### src/rtl/alu_wb_buffer.sv
// Result FIFO between the ALU writeback port and the writeback arbiter (valid/ack).
// Optional same-cycle bypass of an empty buffer: define ALU_WB_BYPASS_EN.
module alu_wb_buffer #(
  parameter int DEPTH    = 4,
  parameter int ID_WIDTH = 3
) (
  input  logic                      clk,
  input  logic                      rst,
  input  logic                      in_done,
  input  logic [ID_WIDTH-1:0]       in_id,
  input  logic [31:0]               in_rd,
  output logic                      unit_ready,
  output logic                      wb_valid,
  output logic [ID_WIDTH-1:0]       wb_id,
  output logic [31:0]               wb_rd,
  input  logic                      wb_ack,
  output logic                      overflow,
  output logic [$clog2(DEPTH):0]    count
);

  localparam int PW = $clog2(DEPTH);
  localparam int CW = PW + 1;
  localparam logic [CW-1:0] FULL_CNT = CW'(DEPTH);

  logic [ID_WIDTH-1:0] r_id_mem [DEPTH];
  logic [31:0]         r_rd_mem [DEPTH];
  logic [PW-1:0]       r_wr_ptr;
  logic [PW-1:0]       r_rd_ptr;
  logic [CW-1:0]       r_count;
  logic                r_overflow;

  logic w_empty;
  logic w_full;
  logic w_push;
  logic w_pop;
  logic w_valid;

  assign w_empty = (r_count == '0);
  assign w_full  = (r_count == FULL_CNT);

`ifdef ALU_WB_BYPASS_EN
  logic w_bypass;
  assign w_bypass = w_empty & in_done;
  assign w_valid  = ~w_empty | in_done;
  assign wb_id    = w_bypass ? in_id : r_id_mem[r_rd_ptr];
  assign wb_rd    = w_bypass ? in_rd : r_rd_mem[r_rd_ptr];
  // A bypassed result consumed in the same cycle never occupies a slot.
  assign w_push   = in_done & ~w_full & ~(w_bypass & wb_ack);
`else
  assign w_valid  = ~w_empty;
  assign wb_id    = r_id_mem[r_rd_ptr];
  assign wb_rd    = r_rd_mem[r_rd_ptr];
  assign w_push   = in_done & ~w_full;
`endif

  // Only stored entries can be popped; an ack on an empty buffer is ignored.
  assign w_pop = wb_ack & ~w_empty;

  assign wb_valid   = w_valid;
  assign unit_ready = ~w_full;
  assign overflow   = r_overflow;
  assign count      = r_count;

  always_ff @(posedge clk or negedge rst) begin
    if (!rst) begin
      for (int i = 0; i < DEPTH; i++) begin
        r_id_mem[i] <= '0;
        r_rd_mem[i] <= '0;
      end
      r_wr_ptr   <= '0;
      r_rd_ptr   <= '0;
      r_count    <= '0;
      r_overflow <= 1'b0;
    end else begin
      if (w_push) begin
        r_id_mem[r_wr_ptr] <= in_id;
        r_rd_mem[r_wr_ptr] <= in_rd;
        r_wr_ptr           <= r_wr_ptr + 1'b1;
      end
      if (w_pop) begin
        r_rd_ptr <= r_rd_ptr + 1'b1;
      end
      case ({w_push, w_pop})
        2'b10:   r_count <= r_count + 1'b1;
        2'b01:   r_count <= r_count - 1'b1;
        default: r_count <= r_count;
      endcase
      if (in_done && w_full) begin
        r_overflow <= 1'b1;
      end
    end
  end

endmodule

### config.mk
export PLATFORM = sky130hd
export DESIGN_NAME = alu_wb_buffer
export DESIGN_NICKNAME = d
export VERILOG_FILES = /design/src/rtl/alu_wb_buffer.sv
export SDC_FILE = /design/constraint.sdc
export NUM_CORES = 1
export LEC_CHECK = 0
export ABC_CLOCK_PERIOD_IN_PS = 2100
export BUFFER_PORTS_ARGS = -buffer_cell sky130_fd_sc_hd__buf_2
export CORE_MARGIN = 1.5
export CORE_UTILIZATION = 52
export DETAILED_ROUTE_END_ITERATION = 10
export PLACE_DENSITY_LB_ADDON = 0.12
export SYNTH_ARGS = -nofsm -noshare
export SYNTH_HDL_FRONTEND = slang
export SYNTH_SLANG_ARGS = --single-unit
### constraint.sdc
create_clock -name clk -period 2.1 [get_ports clk]
set_clock_uncertainty 0.1 [all_clocks]
set_input_delay 0.21 -clock clk [delete_from_list [all_inputs] [get_ports clk]]
set_output_delay 0.21 -clock clk [all_outputs]
set_load 0.01 [all_outputs]
==> results.ini <==
[route]
avgViaCountPerCell=5.30
drc=0
drt-total-wl_mm=12.4
routedWlPerCell_um=17.9
postRouteAntennaNets=0
vias=3668
initialDrtViolationCount=149
first_pass_iters=4

[final_layout]
fin_nets=556
area_delta_synth_final_pct=27.0
drive_gt1_frac=0.605
fin_util=0.684
fin_area_mm2=0.00829
antenna_cells=0

[clock_network]
numCtsBuffers=17
cts_root_buf=clkbuf_16
cts.path.max_buffers=2
path_clk_slew_ns=0.06
htree_levels=4
clock-sinks=148
tritoncts=done
clk_latency_ns=0.41

[synthesis]
syn_area_mm2=0.00653
syn_inst=378
synth-seq-area-share=0.567
syn_area_per_cell_um2=17.3
syn_nets=423
synth_seq_cells=148
ys_warn_count=0
synth_cell_type_count=21

[hold_path]
hp-class=in2reg
whs_path_depth=2

[floorplan]
ios=80
std_cell_rows=40
dieArea_mm2=0.0132
die_w_um=115
coreArea_mm2=0.0121
initial_core_util=0.539
dieHeight_um=115

[critical_path]
worst-path-max-fanout=22
ff2ff_path_depth=8
worstReg2RegEnd=count[2]$_DFFE_PN0P_
r2r_start=count[1]$_DFFE_PN0P_
critical_path_depth=3
end_kind=output pin
crit_buf_inv=2
path_delay_family=multiplexers
critPathMaxStageDelay_ns=0.56
arrival_ns=1.74
path_class=reg2out
rrSetupSlack_ns=0.14
crit_start=r_rd_ptr[0]$_DFFE_PN0P_
crit_required_ns=1.79
cp_slowest_cell=mux4_2
crit_end=wb_rd[2]
cp_cell_sequence=buf_12 > mux4_2 > buf_6
critPathLaunchType=flop

[sta]
fin_ws_ns=0.0514
min_period_over_period=0.976
tightestPinTransition_ns=0.481
slew-limit-headroom=0.679
finalCriticalPeriod_ns=2.05
finalHoldViolations=0
rsz0062_at_grt=yes
max_freq_ghz=0.488
finalSetupTns_ns=0
slew_viol_final=0
finalSetupViolations=0
timing.hold.ws_ns=0.0171

[grt]
grt_overflow=0
grt_util_all_layers=0.211
first_global_vias=4062
grt_max_degree=53
grt_use_met2=0.342
antenna_found_initial=0
top_usage_layer=met2
grt_pass1_wl_mm=20.8
grtUsageMet1=0.278
grtUsageMet3=0.0585

[place]
gp_congestion=0.676
placed_cell_area_mm2=0.00723
post-place-ws_ns=0.142
portBuffers=79
dpl.hpwl_mm=7.91

[power_and_ir_drop]
p_leak_nw=3.56
p_per_area_mw_per_mm2=1710
irDropWorstVdd_v=0.000921

[run_status]
outcome=complete, no violations

[flow_run]
drv_cap=0

-- layout make-up --
class	count	area (um2)
sequential	148	3710
clock inverter	9	123
fill	860	3830
tap	168	210
clock buffer	23	508
timing repair buffer	134	1060
inverter	6	22.5
multi-input combinational	204	2660
-- through the flow --
stage,total power [mW],instances
after detailed placement,10.9,622
after floorplan,9.05,378
after CTS,14.2,690
after global routing,15.0,692
final,14.2,692
after global placement,10.6,622
-- sequential cells by signal (all words and copies together) (netlist names) --
| signal | count |
|---|---|
| r_rd_mem | 128 |
| r_id_mem | 12 |
| overflow | 1 |
| r_wr_ptr | 2 |
| r_rd_ptr | 2 |
| count | 3 |
-- worst min path at each step --
| stage | slack, ns | start | endpoint |
|---|---|---|---|
| finish | 0.02 | in_done | overflow$_DFFE_PN0P_ |
| global route | 0.01 | in_done | overflow$_DFFE_PN0P_ |
| CTS | 0.003 | in_done | overflow$_DFFE_PN0P_ |
| detailed placement | 0.09 | rst | r_rd_mem[125]$_DFFE_PN0P_ |
| global placement | 0.08 | rst | r_rd_mem[92]$_DFFE_PN0P_ |
| floorplan | -0.19 | rst | count[0]$_DFFE_PN0P_ |
-- placed cells by master, fill, tap and decap left out, types with 4 or more instances in the layout --
cell           Yosys  layout
nor2_4             0       4
nand2_1            5       5
buf_4              0      10
buf_6              4       8
ha_1               5       4
buf_2              4      71
mux4_2            35      35
dfrtp_1          148     145
clkinv_2           0       5
inv_1              6       6
clkbuf_16          0      17
dlygate4sd3_1      0      36
buf_12             0       8
mux2_2           141     141
clkbuf_8           8       6
-- Yosys cell counts (all sizes together) --
| master | instances | share of area |
|---|---|---|
| nand2 | 5 | 0.0029 |
| nand2b | 1 | 0.00096 |
| buf | 8 | 0.010 |
| mux2i | 1 | 0.0015 |
| inv | 6 | 0.0035 |
| mux4 | 35 | 0.12 |
| or3 | 1 | 0.00096 |
| fa | 1 | 0.0031 |
| xnor2 | 3 | 0.0040 |
| dfrtp | 148 | 0.57 |
| ha | 5 | 0.0096 |
| nor2 | 5 | 0.0044 |
| xor2 | 3 | 0.0040 |
| nor3b | 1 | 0.0019 |
| o31a | 1 | 0.0013 |
| mux2 | 141 | 0.24 |
| a21o | 1 | 0.0012 |
| clkbuf | 12 | 0.019 |
-- power breakdown --
part           total, mW  leakage (nW)  switching (mW)  internal, mW
clock               3.16         0.315            1.12          2.05
sequential          5.09          1.75           0.748          4.34
combinational       5.90          1.50            2.34          3.56
-- cell families (layout without fill, tap and decap cells) --
logic type | count (synthesis) | in the layout | synth area share
and+or+nand+nor | 13 | 13 | 0.0111
AOI/OAI and AO/OA | 2 | 2 | 0.00249
xor gates and xnor gates | 6 | 6 | 0.00805
DFF | 148 | 148 | 0.567
adders and majority gates | 6 | 6 | 0.0127
buffers and inverters | 26 | 172 | 0.0326
muxes | 177 | 177 | 0.366
-- what timing repair did --
action / CTS / global route
endpoints found under the hold margin: 188 / 0
cloned: 0 / 0
buffers inserted: 0 / 2
resized for setup: 2 / 7
setup endpoints to repair: 13 / 10
hold buffers: 36 / 0
-- per-layer routing --
metal	routed length [um]	share of wire
met1	5640	0.45
met2	6160	0.50
met3	443	0.036
met4	166	0.013
met5	0	0
Power figures use the tool's default switching activity.
